**src/rtl/cpu_dbg_pkg.sv**
```systemverilog
// Shared types and constants for the CPU run/dump controller.
package cpu_dbg_pkg;

  typedef enum logic [2:0] {
    ST_IDLE     = 3'd0,
    ST_RUN      = 3'd1,
    ST_DUMP_REG = 3'd2,
    ST_DUMP_MEM = 3'd3,
    ST_DRAIN    = 3'd4,
    ST_DONE     = 3'd5
  } state_e;

  localparam logic DUMP_KIND_REG = 1'b0;
  localparam logic DUMP_KIND_MEM = 1'b1;

  // Data memory is word-organised but addressed in bytes.
  localparam int BYTE_SHIFT = 2;

  function automatic int max_int(input int a, input int b);
    return (a > b) ? a : b;
  endfunction

endpackage

```
**src/rtl/dump_out_slot.sv**
```systemverilog
// Single-entry valid/ready holding register; payload is frozen while stalled.
module dump_out_slot #(
  parameter int W = 8
) (
  input  logic         clk,
  input  logic         rst_n,
  input  logic         load,
  input  logic [W-1:0] in_data,
  input  logic         ready,
  output logic         valid,
  output logic [W-1:0] data
);

  logic         valid_d, valid_q;
  logic [W-1:0] data_d, data_q;

  // Next slot contents: a load always wins, otherwise an accepted beat empties it.
  always_comb begin
    valid_d = valid_q;
    data_d  = data_q;
    if (load) begin
      valid_d = 1'b1;
      data_d  = in_data;
    end else if (valid_q && ready) begin
      valid_d = 1'b0;
    end else begin
      valid_d = valid_q;
    end
  end

  // Slot registers.
  always_ff @(posedge clk) begin
    if (!rst_n) begin
      valid_q <= 1'b0;
      data_q  <= {W{1'b0}};
    end else begin
      valid_q <= valid_d;
      data_q  <= data_d;
    end
  end

  assign valid = valid_q;
  assign data  = data_q;

endmodule

```
**src/rtl/cpu_run_dump_ctrl.sv**
```systemverilog
// Runs the CPU for a programmed cycle budget, then streams register file and data memory.
// Optional early-exit on CPU halt: define CPU_HALT_DETECT_EN.
module cpu_run_dump_ctrl
  import cpu_dbg_pkg::*;
#(
  parameter int NUM_REGS  = 32,
  parameter int MEM_WORDS = 64,
  parameter int DATA_W    = 32,
  parameter int CYC_W     = 32,
  localparam int REG_AW   = (NUM_REGS  > 1) ? $clog2(NUM_REGS)  : 1,
  localparam int MEM_AW   = (MEM_WORDS > 1) ? $clog2(MEM_WORDS) : 1,
  localparam int IDX_W    = max_int(REG_AW, MEM_AW)
) (
  input  logic              clk,
  input  logic              rst_n,
  input  logic              start,
  input  logic [CYC_W-1:0]  cycle_budget,
  output logic              cpu_clk_en,
  output logic [REG_AW-1:0] dbg_reg_a,
  input  logic [DATA_W-1:0] dbg_reg_rd,
  output logic [31:0]       dbg_mem_a,
  input  logic [DATA_W-1:0] dbg_mem_rd,
`ifdef CPU_HALT_DETECT_EN
  input  logic              halt,
  output logic              halted,
`endif
  output logic              dump_valid,
  input  logic              dump_ready,
  output logic              dump_kind,
  output logic [IDX_W-1:0]  dump_index,
  output logic [DATA_W-1:0] dump_data,
  output logic              busy,
  output logic              done,
  output logic [CYC_W-1:0]  cycles_run
);

  localparam int PAY_W = 1 + IDX_W + DATA_W;
  localparam logic [IDX_W-1:0] LAST_REG = IDX_W'(NUM_REGS - 1);
  localparam logic [IDX_W-1:0] LAST_MEM = IDX_W'(MEM_WORDS - 1);

  state_e             state_d, state_q;
  logic [CYC_W-1:0]   budget_d, budget_q;
  logic [CYC_W-1:0]   cycles_d, cycles_q;
  logic [IDX_W-1:0]   idx_d, idx_q;
  logic               load_s, halt_s, last_run_s, idle_s, kind_s;
  logic [DATA_W-1:0]  rd_data_s;
  logic [PAY_W-1:0]   pay_in_s, pay_out_s;

`ifdef CPU_HALT_DETECT_EN
  assign halt_s = halt;
`else
  assign halt_s = 1'b0;
`endif

  assign idle_s     = (state_q == ST_IDLE) || (state_q == ST_DONE);
  assign load_s     = ((state_q == ST_DUMP_REG) || (state_q == ST_DUMP_MEM)) &&
                      (!dump_valid || dump_ready);
  assign last_run_s = (cycles_q == (budget_q - CYC_W'(1)));

  // Sequencing: run phase, then register dump, memory dump, drain of the last beat.
  always_comb begin
    state_d  = state_q;
    budget_d = budget_q;
    cycles_d = cycles_q;
    idx_d    = idx_q;
    case (state_q)
      ST_IDLE, ST_DONE: begin
        if (start) begin
          budget_d = cycle_budget;
          cycles_d = {CYC_W{1'b0}};
          idx_d    = {IDX_W{1'b0}};
          state_d  = (cycle_budget == {CYC_W{1'b0}}) ? ST_DUMP_REG : ST_RUN;
        end else begin
          state_d = state_q;
        end
      end
      ST_RUN: begin
        cycles_d = (cycles_q == {CYC_W{1'b1}}) ? cycles_q : cycles_q + CYC_W'(1);
        if (last_run_s || halt_s) begin
          state_d = ST_DUMP_REG;
          idx_d   = {IDX_W{1'b0}};
        end else begin
          state_d = ST_RUN;
        end
      end
      ST_DUMP_REG: begin
        if (load_s && (idx_q == LAST_REG)) begin
          state_d = ST_DUMP_MEM;
          idx_d   = {IDX_W{1'b0}};
        end else if (load_s) begin
          idx_d = idx_q + IDX_W'(1);
        end else begin
          idx_d = idx_q;
        end
      end
      ST_DUMP_MEM: begin
        if (load_s && (idx_q == LAST_MEM)) begin
          state_d = ST_DRAIN;
          idx_d   = {IDX_W{1'b0}};
        end else if (load_s) begin
          idx_d = idx_q + IDX_W'(1);
        end else begin
          idx_d = idx_q;
        end
      end
      ST_DRAIN: begin
        if (dump_valid && dump_ready) begin
          state_d = ST_DONE;
        end else begin
          state_d = ST_DRAIN;
        end
      end
      default: begin
        state_d = ST_IDLE;
      end
    endcase
  end

  // Controller registers.
  always_ff @(posedge clk) begin
    if (!rst_n) begin
      state_q  <= ST_IDLE;
      budget_q <= {CYC_W{1'b0}};
      cycles_q <= {CYC_W{1'b0}};
      idx_q    <= {IDX_W{1'b0}};
    end else begin
      state_q  <= state_d;
      budget_q <= budget_d;
      cycles_q <= cycles_d;
      idx_q    <= idx_d;
    end
  end

  // Beat source: pick the debug read port matching the current dump phase.
  always_comb begin
    if (state_q == ST_DUMP_MEM) begin
      kind_s    = DUMP_KIND_MEM;
      rd_data_s = dbg_mem_rd;
    end else begin
      kind_s    = DUMP_KIND_REG;
      rd_data_s = dbg_reg_rd;
    end
  end

  // Debug addresses are parked at zero outside their own dump phase.
  always_comb begin
    dbg_reg_a = {REG_AW{1'b0}};
    dbg_mem_a = 32'd0;
    if (state_q == ST_DUMP_REG) begin
      dbg_reg_a = idx_q[REG_AW-1:0];
    end else if (state_q == ST_DUMP_MEM) begin
      dbg_mem_a = 32'(idx_q) << BYTE_SHIFT;
    end else begin
      dbg_reg_a = {REG_AW{1'b0}};
      dbg_mem_a = 32'd0;
    end
  end

  assign pay_in_s = {kind_s, idx_q, rd_data_s};

  dump_out_slot #(
    .W(PAY_W)
  ) u_slot (
    .clk     (clk),
    .rst_n   (rst_n),
    .load    (load_s),
    .in_data (pay_in_s),
    .ready   (dump_ready),
    .valid   (dump_valid),
    .data    (pay_out_s)
  );

  assign {dump_kind, dump_index, dump_data} = pay_out_s;
  assign cpu_clk_en = (state_q == ST_RUN);
  assign busy       = !idle_s;
  assign done       = (state_q == ST_DONE);
  assign cycles_run = cycles_q;

`ifdef CPU_HALT_DETECT_EN
  logic halted_d, halted_q;

  // Sticky early-exit flag, cleared when the next run is launched.
  always_comb begin
    halted_d = halted_q;
    if (idle_s && start) begin
      halted_d = 1'b0;
    end else if ((state_q == ST_RUN) && halt) begin
      halted_d = 1'b1;
    end else begin
      halted_d = halted_q;
    end
  end

  // Halt flag register.
  always_ff @(posedge clk) begin
    if (!rst_n) begin
      halted_q <= 1'b0;
    end else begin
      halted_q <= halted_d;
    end
  end

  assign halted = halted_q;
`endif

endmodule

```
**config.mk**
```make
export PLATFORM = sky130hd
export DESIGN_NAME = cpu_run_dump_ctrl
export DESIGN_NICKNAME = d
export VERILOG_FILES = /design/src/rtl/cpu_dbg_pkg.sv /design/src/rtl/dump_out_slot.sv /design/src/rtl/cpu_run_dump_ctrl.sv
export SDC_FILE = /design/constraint.sdc
export NUM_CORES = 1
export LEC_CHECK = 0
export BUFFER_PORTS_ARGS = -buffer_cell sky130_fd_sc_hd__buf_2
export CELL_PAD_IN_SITES_DETAIL_PLACEMENT = 0
export CELL_PAD_IN_SITES_GLOBAL_PLACEMENT = 1
export CORE_MARGIN = 2
export CORE_UTILIZATION = 34
export CTS_BUF_LIST = sky130_fd_sc_hd__clkbuf_2
export DETAILED_ROUTE_END_ITERATION = 8
export GPL_TIMING_DRIVEN = 0
export PLACE_DENSITY = 0.75
export SLEW_MARGIN = 20
export SYNTH_ARGS = -nofsm -noshare
export SYNTH_HDL_FRONTEND = slang
export SYNTH_SLANG_ARGS = --single-unit
export TNS_END_PERCENT = 20
```
**constraint.sdc**
```tcl
create_clock -name clk -period 3.5 [get_ports clk]
set_input_delay 0.7 -clock clk [delete_from_list [all_inputs] [get_ports clk]]
set_output_delay 0.7 -clock clk [all_outputs]
set_load 0.005 [all_outputs]
```
Word level (Yosys, flattened, before mapping) --
Cells that the tools add are included.
Cells by class: reduce and logical (&&, ||, !) cells 19, $add $sub $neg 3, muxes and demuxes 23, magnitude comparators 0, bitwise logic cells 0, div/mod/pow operators 0, eq/ne operators 14, shift operators 0, multipliers 0
Operator list (count):
- 32-bit two-way mux | 3
- 32-bit one-hot mux with 2 select lines | 1
- 32-bit by 1-bit adder with 32-bit output (second input constant) | 1
- 32-bit equality test | 1
- 32-bit equality test (second input constant) | 1
- 32-bit zero test | 1
- 32-bit by 1-bit subtractor with 32-bit output (second input constant) | 1
- 6-bit two-way mux | 5
- 6-bit one-hot mux with 4 select lines | 1
- 8-bit two-way mux | 2
- 3-bit one-hot mux with 5 select lines | 1
- 3-bit two-way mux | 3
- 3-bit AND reduction | 3
- 6-bit by 1-bit adder with 6-bit output (second input constant) | 1
- 3-bit by 2-bit equality test with 1-bit output (second input constant) | 2
- 3-bit equality test (second input constant) | 2
- 6-bit by 5-bit equality test with 1-bit output (second input constant) | 1
- 6-bit equality test (second input constant) | 1
- 2-bit != test (second input constant) | 3
- 5-bit two-way mux | 1
- 1-bit logical AND | 4
- 1-bit two-way mux | 4
- 2-bit two-way mux | 2
- 2-bit by 1-bit != test with 1-bit output (second input constant) | 2
- other kinds (8) | 12
Storage, ports and cells: memories kept 0, bits in latches 0, memory bits (read-only) 0, register bits after elaboration 113, RAM bits 0, output and inout port bits 112, bits of input ports 100

Depth between registers and ports, before layout --
Gate-level depths: netlist (run 1).
word-level depth 6, depth in mapped cells 12

Cells and area by module --
A second synthesis (run 1) with hierarchy kept.
Second synthesis, totals: cells, all modules 865, area, all modules 6875.3 µm²
By module, submodules not included:
- cpu_run_dump_ctrl | cells an instance 736, sequential area each 1461.4 µm², area an instance 5320.1 µm², instances 1
- dump_out_slot | cells an instance 129, sequential area each 800.8 µm², area an instance 1555.2 µm², instances 1

Least setup slack after synthesis (run 1) --
Ideal clock, no wire load.
kind reg-to-reg, from register budget_q[0], to register idx_q[3], data arrival time 3.173 ns, slack 0.199 ns, data required time 3.372 ns, cell stages (with the launch flop) 13, buffers on the path 2, setup time 0.128 ns, path through dfxtp_1 -> inv_1 -> ha_1 -> or3b_2 -> clkbuf_1 -> or4_4 -> buf_6 -> or4_1 -> a221oi_2 -> nand4_1 -> nor4_2 -> a21o_2 -> a31oi_1
Between the ends: word-level cells in the longest chain between the ends 4
Ends and longest elaborated chain:
- start: declaration | line cpu_run_dump_ctrl.sv:42 | logic [CYC_W-1:0] budget_d, budget_q;
- start signal: assignment | line cpu_run_dump_ctrl.sv:123 | budget_q <= {CYC_W{1'b0}};
- start signal: assignment | line cpu_run_dump_ctrl.sv:128 | budget_q <= budget_d;
- 32-bit by 1-bit subtractor with 32-bit output | line cpu_run_dump_ctrl.sv:58 | assign last_run_s = (cycles_q == (budget_q - CYC_W'(1)));
- 32-bit equality test | line cpu_run_dump_ctrl.sv:58
- 2-bit by 1-bit != test with 1-bit output (no line)
- 3-bit AND reduction (no line)
- end signal: assignment | line cpu_run_dump_ctrl.sv:125 | idx_q <= {IDX_W{1'b0}};
- end signal: assignment | line cpu_run_dump_ctrl.sv:130 | idx_q <= idx_d;
- end: declaration | line cpu_run_dump_ctrl.sv:44 | logic [IDX_W-1:0] idx_d, idx_q;
Every way passes these cells. A chain may end at the register's enable or synchronous reset.

Worst setup path after layout (run 1) --
from register budget_q[1], to register idx_q[3]
Same word-level chain as after synthesis.

==> out/qor.txt, run 1 <==
FINAL LAYOUT
-----------------------------------------------------------------------------------------------
Final standard cell count with taps included and fillers excluded                         1,263
Area growth from synthesis to layout                                                      26.3%
Number of fillers in the final layout                                                     1,970
Commonest cells after routing, fill and taps aside                                 sky130_fd_sc_hd__buf_2, sky130_fd_sc_hd__nand2_1, sky130_fd_sc_hd__dfxtp_1, sky130_fd_sc_hd__a21boi_0, sky130_fd_sc_hd__nor2_1
Share of cells above drive strength 1                                                     26.6%
Leading cell type in the layout, fill and taps excluded                            sky130_fd_sc_hd__buf_2
Number of nets in the final layout                                                        1,118

STA
-----------------------------------------------------------------------------------------------
Final clock period utilization by the worst path                                          95.6%
Final critical-path required period                                                     3.35 ns
Worst clock skew on the final layout                                                  0.0220 ns
Number of setup violations in the final report                                                0
Worst-Margin Slew                                                                      0.867 ns
Worst slew margin relative to its limit                                                   41.9%
Worst hold-check slack                                                                 0.251 ns
Number of hold violations in the final report                                                 0
Setup repair after global routing missed its margin                                          no
Final Slew Violations                                                                         0
Achievable clock frequency                                                              299 MHz

GRT
-----------------------------------------------------------------------------------------------
Grt total ovfl                                                                                0
Number of global-route vias before repair                                                 5,856
Maximum number of pins on one net before global-route repair                                 17
Global-route wire length before repair                                                30,600 um
Initial antenna violation count                                                               4
All-Layer GR Usage                                                                        19.3%

SETUP PATH
-----------------------------------------------------------------------------------------------
Kind of start point of the critical path                                              flip-flop
Critical setup path kind                                                                reg2reg
Most common cell type on the critical path                                         sky130_fd_sc_hd__or4_4
Data arrival at the endpoint of the critical path                                       3.91 ns
Highest cell delay on the worst timing path                                             0.57 ns
Critical-path cell list                                                            inv_2 -> ha_4 -> or3b_4 -> or4_4 -> or4_4 -> a221oi_2 -> nand4_1 -> nor4_4 -> a21o_2 -> a31oi_1
Highest-delay cell along the critical path                                         sky130_fd_sc_hd__or4_4
Largest driver fanout on the critical path                                                    6
Req. time, crit path                                                                    4.06 ns
Endpoint kind of the worst setup timing path                                          flip-flop
Worst reg2reg setup slack                                                               0.15 ns

DRT
-----------------------------------------------------------------------------------------------
Detailed-route via count                                                                  6,333
Via density                                                                                5.01
Number of iterations in the first detailed-routing pass                                       5
Mean routed wirelength per cell                                                         15.4 um
Remaining design rule violation count                                                         0
DRC violation total after the first TritonRoute iteration                                   332
Total length of routed wires                                                          19,400 um
Post-route antenna net violation count                                                        0

DIE
-----------------------------------------------------------------------------------------------
Chip Height                                                                              141 um
Standard-cell rows                                                                           50
Initial core utilization                                                                  34.5%
Total die area                                                                      20,000 um^2
Boundary Pins                                                                               212
Die width                                                                                141 um
Core footprint                                                                      18,600 um^2

PLACE
-----------------------------------------------------------------------------------------------
# placed instances                                                                        1,225
Port Buf Inserts                                                                            184
Last weighted congestion value of the routability-driven placer                           0.833
Post-DP HPWL                                                                          15,200 um

CLOCK NETWORK
-----------------------------------------------------------------------------------------------
Depth of the CTS H-tree                                                                       4
Clk sink count                                                                              113
Clock input transition at the sequential cells of the worst setup and hold paths        0.20 ns
Clock network latency to the later pin of the worst-skew pair                           0.67 ns
Quantity of hold-fixing buffers added after cts                                               0
Clock Root Buffer                                                                  sky130_fd_sc_hd__clkbuf_2
Maximum number of buffers from clock root to sink                                             2
CTS tree                                                                                   done
CTS buffer count                                                                             17

LOGIC SYNTHESIS
-----------------------------------------------------------------------------------------------
Top cell type by total area after synthesis                                        sky130_fd_sc_hd__dfxtp_1
Async set or reset register ratio after synthesis                                            0%
Post-synthesis instance area                                                          6420 um^2
Mean cell area of the mapped netlist                                                  8.20 um^2
Flip-flop and latch count after synthesis                                                   113
Gate count after technology mapping                                                         782
Share of the synthesized area in the top cell type                                        35.3%
Register area share after synthesis                                                       35.3%
Count of cell types in the netlist                                                           60
Primary FF master, synth                                                           sky130_fd_sc_hd__dfxtp_1
Number of synthesized flops with an enable pin                                                0
Yosys warning count                                                                           0
Ranking of synthesized cells by area                                               sky130_fd_sc_hd__dfxtp_1, sky130_fd_sc_hd__nand2_1, sky130_fd_sc_hd__o211a_1

POWER
-----------------------------------------------------------------------------------------------
Pwr/cell area                                                                       356 nW/um^2
Highest ir drop seen on vdd                                                              161 uV
Leakage power                                                                        0.00387 uW
Overall power after layout                                                              2880 uW

WORST HOLD PATH
-----------------------------------------------------------------------------------------------
Path type of the worst min-delay path                                                    in2reg

RUN STATUS
-----------------------------------------------------------------------------------------------
Outcome                                                                            complete, no violations

RUN
-----------------------------------------------------------------------------------------------
Max-cap viol count                                                                            0

-- critical path: cells and delay by family (launching register included) --
| kind | cells | cell delay (ns) |
|---|---|---|
| and+or+nand+nor | 5 | 1.99 |
| buffers and inverters | 1 | 0.07 |
| DFF | 1 | 0.40 |
| adders and majority gates | 1 | 0.15 |
| AOI/OAI and AO/OA | 3 | 0.61 |
-- logic make-up (layout without fill, tap and decap cells) --
group	Yosys count	count (layout)	share of synthesized area (%)
flip-flops	113	113	35.3
adder cells (fa/ha/maj)	3	3	0.585
buffers and inverters	79	300	6.42
AND/OR/NAND/NOR	338	338	26.1
multiplexers	33	33	5.15
XOR/XNOR	61	61	8.33
other	1	27	0.0584
AO/OA/AOI/OAI	154	154	18.1
-- per-layer routing --
| layer | global-route usage [%] | up-vias | wire [um] |
|---|---|---|---|
| li1 | - | 3206 | - |
| met4 | 3.53 | 6 | 55 |
| met3 | 6.28 | 9 | 1370 |
| met2 | 33.4 | 189 | 9440 |
| met5 | 0 | - | 34 |
| met1 | 23.8 | 2923 | 8510 |
-- power breakdown --
part | leakage [uW] | switching (uW) | internal, uW | total, uW
Clock | 0.000137 | 560 | 391 | 951
Combinational | 0.00282 | 307 | 270 | 577
Sequential | 0.000917 | 38.6 | 1320 | 1350
-- flip-flops by register name (all words and copies together) (netlist names) --
| name | count |
|---|---|
| budget_q | 32 |
| cycles_run | 32 |
| idx_q | 6 |
| state_q | 3 |
| u_slot.data | 39 |
| u_slot.valid | 1 |
-- cell usage after synthesis, types with 5 or more instances --
library cell,instances
sky130_fd_sc_hd__nand2_1,145
sky130_fd_sc_hd__dfxtp_1,113
sky130_fd_sc_hd__a21boi_0,43
sky130_fd_sc_hd__nor2_1,43
sky130_fd_sc_hd__clkbuf_1,41
sky130_fd_sc_hd__o211a_1,34
sky130_fd_sc_hd__mux2i_1,33
sky130_fd_sc_hd__xor2_1,31
sky130_fd_sc_hd__xnor2_1,30
sky130_fd_sc_hd__buf_4,26
sky130_fd_sc_hd__nor4_1,22
sky130_fd_sc_hd__o21ai_0,21
sky130_fd_sc_hd__nand3_1,19
sky130_fd_sc_hd__a21oi_1,17
sky130_fd_sc_hd__and3_1,15
sky130_fd_sc_hd__nor3_1,14
sky130_fd_sc_hd__or3_1,14
sky130_fd_sc_hd__and2_1,10
sky130_fd_sc_hd__nand4_1,10
sky130_fd_sc_hd__nor2b_1,10
sky130_fd_sc_hd__or4_1,10
sky130_fd_sc_hd__a31oi_1,8
sky130_fd_sc_hd__inv_1,8
sky130_fd_sc_hd__and4_1,6
sky130_fd_sc_hd__nand2b_1,5
-- per-stage QoR --
| stage | setup slack, ns | TNS, ns | cell area (um^2) | util [%] |
|---|---|---|---|---|
| final | 0.154 | 0 | 8100 | 43.6 |
| after global routing | 0.00296 | 0 | 8100 | 43.6 |
| after global placement | -0.294 | -1.86 | 7720 | 41.6 |
| after floorplan | 0.199 | 0 | 6510 | - |
| after detailed placement | -0.296 | -1.92 | 7720 | 41.6 |
| after CTS | 0.00168 | 0 | 8010 | 43.1 |
-- area by class of cell --
class / count / area, um^2 / share of cell area [%]
clock buffer: 17 / 85.1 / 1.05
antenna: 1 / 2.50 / 0.0309
clock inverter: 15 / 168 / 2.07
tap: 234 / 293 / 3.61
inverter: 8 / 30.0 / 0.371
timing repair buffer: 194 / 996 / 12.3
buffer: 66 / 360 / 4.45
sequential: 113 / 2270 / 28.0
multi-input combinational: 615 / 3900 / 48.1
-- repair_timing --
action	4_1_cts	5_1_grt
setup endpoints to repair	8	8
setup buffers	1	9
gates resized for setup	7	15
pin swaps	1	7
-- path summary, 6_finish.rpt --
check | startpoint | end | depth (start not counted)
min reg2reg | u_slot.data[32]$_SDFFE_PN0P_ | u_slot.data[32]$_SDFFE_PN0P_ | 2
max | budget_q[1]$_SDFFE_PN0P_ | idx_q[3]$_SDFFE_PN0P_ | 10
max reg2reg | budget_q[1]$_SDFFE_PN0P_ | idx_q[3]$_SDFFE_PN0P_ | 10
min | cycle_budget[3] | budget_q[3]$_SDFFE_PN0P_ | 3
Power figures use the tool's default switching activity.
==> run 2: changes to the inputs <==
Settings changed: REMOVE_ABC_BUFFERS from default to 1.
==> out/qor.txt, run 2 (synthesis gave the netlist of run 1 again) <==
DRT
-----------------------------------------------------------------------------------------------
Post-route antenna net violation count                                                        0   unchanged
DRC violation total after the first TritonRoute iteration                                   302   -9.0%
Remaining design rule violation count                                                         0   unchanged
Detailed-route via count                                                                  6,070   -4.2%
Number of iterations in the first detailed-routing pass                                       4   -1
Via density                                                                                5.06   +0.96%
Total length of routed wires                                                          18,100 um   -6.8%
Mean routed wirelength per cell                                                         15.1 um   -1.9%

FINAL LAYOUT
-----------------------------------------------------------------------------------------------
Area growth from synthesis to layout                                                      22.8%
Number of nets in the final layout                                                        1,053   -5.8%
Combined area of the multi-input logic cells                                          3910 um^2   +0.35%
Commonest cells after routing, fill and taps aside                                 sky130_fd_sc_hd__buf_2, sky130_fd_sc_hd__nand2_1, sky130_fd_sc_hd__dfxtp_1, sky130_fd_sc_hd__a21boi_0, sky130_fd_sc_hd__nor2_1
Leading cell type in the layout, fill and taps excluded                            sky130_fd_sc_hd__buf_2
Final standard cell count with taps included and fillers excluded                         1,199   -5.1%
Flip-flop count of the largest register after layout                                         39   unchanged
Final core utilization                                                                    42.4%   -1.2 points
Share of cells above drive strength 1                                                     25.8%   -0.80 points
Number of fillers in the final layout                                                     1,935   -1.8%
Seq. cell area                                                                        2280 um^2   +0.22%

CLOCK NETWORK
-----------------------------------------------------------------------------------------------
Depth of the CTS H-tree                                                                       4   unchanged
Maximum number of buffers from clock root to sink                                             2   unchanged
Clock Root Buffer                                                                  sky130_fd_sc_hd__clkbuf_2
Clock network latency to the later pin of the worst-skew pair                           0.70 ns   +0.03 ns
Clock input transition at the sequential cells of the worst setup and hold paths        0.19 ns   about the same
CTS tree                                                                                   done
CTS buffer count                                                                             17   unchanged
Clk sink count                                                                              113   unchanged

STA
-----------------------------------------------------------------------------------------------
Number of hold violations in the final report                                                 0   unchanged
Achievable clock frequency                                                              296 MHz   -0.83%
Worst clock skew on the final layout                                                  0.0304 ns   +0.00838 ns
Number of setup violations in the final report                                                0   unchanged
Worst hold-check slack                                                                 0.230 ns   -0.0207 ns
Total negative setup slack                                                                 0 ns   unchanged
Worst slew margin relative to its limit                                                   33.1%   -8.8 points
Worst-Margin Slew                                                                       1.00 ns   +0.134 ns
Final critical-path required period                                                     3.37 ns   +0.0279 ns
Final Slew Violations                                                                         0   unchanged
Final clock period utilization by the worst path                                          96.4%   +0.80 points

PLACE
-----------------------------------------------------------------------------------------------
# placed instances                                                                        1,160   -5.3%
Port Buf Inserts                                                                            185   +0.54%
Post-DP HPWL                                                                          13,500 um   -11%
Last weighted congestion value of the routability-driven placer                           0.808   -3.0%

SETUP PATH
-----------------------------------------------------------------------------------------------
Data arrival at the endpoint of the critical path                                       3.95 ns   +0.04 ns
Critical-path cell list                                                            or4_4 -> or4_4 -> a2111oi_1 -> o22ai_1 -> a211o_1 -> nor4_4 -> a21o_2 -> a31oi_1
Highest-delay cell along the critical path                                         sky130_fd_sc_hd__or4_4
Largest driver fanout on the critical path                                                   10   +4
Endpoint kind of the worst setup timing path                                          flip-flop
Kind of start point of the critical path                                              flip-flop
Critical setup path kind                                                                reg2reg
Highest cell delay on the worst timing path                                             0.62 ns   +0.05 ns
Most common cell type on the critical path                                         sky130_fd_sc_hd__or4_4
Req. time, crit path                                                                    4.08 ns   +0.02 ns

WORST HOLD PATH
-----------------------------------------------------------------------------------------------
Path type of the worst min-delay path                                                    in2reg

POWER
-----------------------------------------------------------------------------------------------
Net switching power                                                                      880 uW   -2.9%
Power share of the combinational group                                                    15.8%   -4.2 points
Internal power summed over all cells                                                    2230 uW   +13%
Net Sw Frac                                                                               28.3%   -3.1 points
Clock network power share                                                                 39.6%   +6.6 points
Flop pwr share                                                                            44.5%   -2.5 points
Leakage power                                                                        0.00374 uW   -3.5%
Pwr/cell area                                                                       395 nW/um^2   +11%
Highest ir drop seen on vdd                                                              164 uV   +1.9%

DIE
-----------------------------------------------------------------------------------------------
Core footprint                                                                      18,600 um^2   unchanged
Total die area                                                                      20,000 um^2   unchanged
Boundary Pins                                                                               212   unchanged
Standard-cell rows                                                                           50   unchanged
Initial core utilization                                                                  34.5%   unchanged
Die width                                                                                141 um   unchanged
Chip Height                                                                              141 um   unchanged

RUN
-----------------------------------------------------------------------------------------------
Max-cap viol count                                                                            0   unchanged

GRT
-----------------------------------------------------------------------------------------------
All-Layer GR Usage                                                                        18.1%   -1.2 points
Number of global-route vias before repair                                                 5,584   -4.6%
Initial antenna violation count                                                               1   -3
Grt total ovfl                                                                                0   unchanged
Global-route wire length before repair                                                28,900 um   -5.4%
Maximum number of pins on one net before global-route repair                                 85   +68

RUN STATUS
-----------------------------------------------------------------------------------------------
Outcome                                                                            complete, no violations

run 2: stage by stage:
stage	setup slack (ns)	total power, uW	area, um^2
after floorplan	-0.819	1700	6130
after global placement	-2.87	1870	7350
after detailed placement	-0.154	1870	7420
after CTS	0.0458	3130	7790
after global routing	-0.0131	3270	7880
final	0.126	3110	7880
run 2: final timing paths:
path,to,slack [ns],from,depth (start not counted)
worst max-delay path,idx_q[2]$_SDFFE_PN0P_,0.13,budget_q[2]$_SDFFE_PN0P_,8
worst min-delay path,budget_q[5]$_SDFFE_PN0P_,0.23,cycle_budget[5],3
worst max register to register,idx_q[2]$_SDFFE_PN0P_,0.13,budget_q[2]$_SDFFE_PN0P_,8
worst min register to register,u_slot.data[37]$_SDFFE_PN0P_,0.48,u_slot.data[37]$_SDFFE_PN0P_,2
run 2: cell type report:
type	instances	area share, %
diodes	2	0.0635
clock inverters	15	3.35
repair buffers	195	12.9
flip-flops and latches	113	28.9
multi-input cells	615	49.6
clock buffers	17	1.08
inverters	8	0.381
well taps	234	3.72
run 2: repair_timing:
item,in CTS,in global routing
setup endpoints to repair,8,12
hold buffers,0,0
pin swaps,1,5
gates resized for setup,5,14
setup buffers,0,5
run 2: power by group through the flow:
stage | clock network (uW) | logic [uW] | registers (uW)
after floorplan | 0 | 307 | 1390
after global placement | 0 | 461 | 1410
after detailed placement | 0 | 462 | 1410
after CTS | 1270 | 475 | 1380
after global routing | 1320 | 553 | 1390
final | 1230 | 492 | 1380
run 2: worst max-delay path: cells and delay by family (launching register included):
family | cells | cell delay (ns)
and+or+nand+nor | 3 | 1.56
AOI/OAI and AO/OA | 5 | 1.27
DFF | 1 | 0.44
run 2: routing by layer:
| layer | GRT usage (%) | vias up | wire length (um) |
|---|---|---|---|
| met1 | 22.7 | 2799 | 8190 |
| met4 | 5.53 | 0 | 270 |
| li1 | - | 3069 | - |
| met5 | 0 | - | 0 |
| met3 | 5.47 | 19 | 1190 |
| met2 | 30.1 | 183 | 8430 |
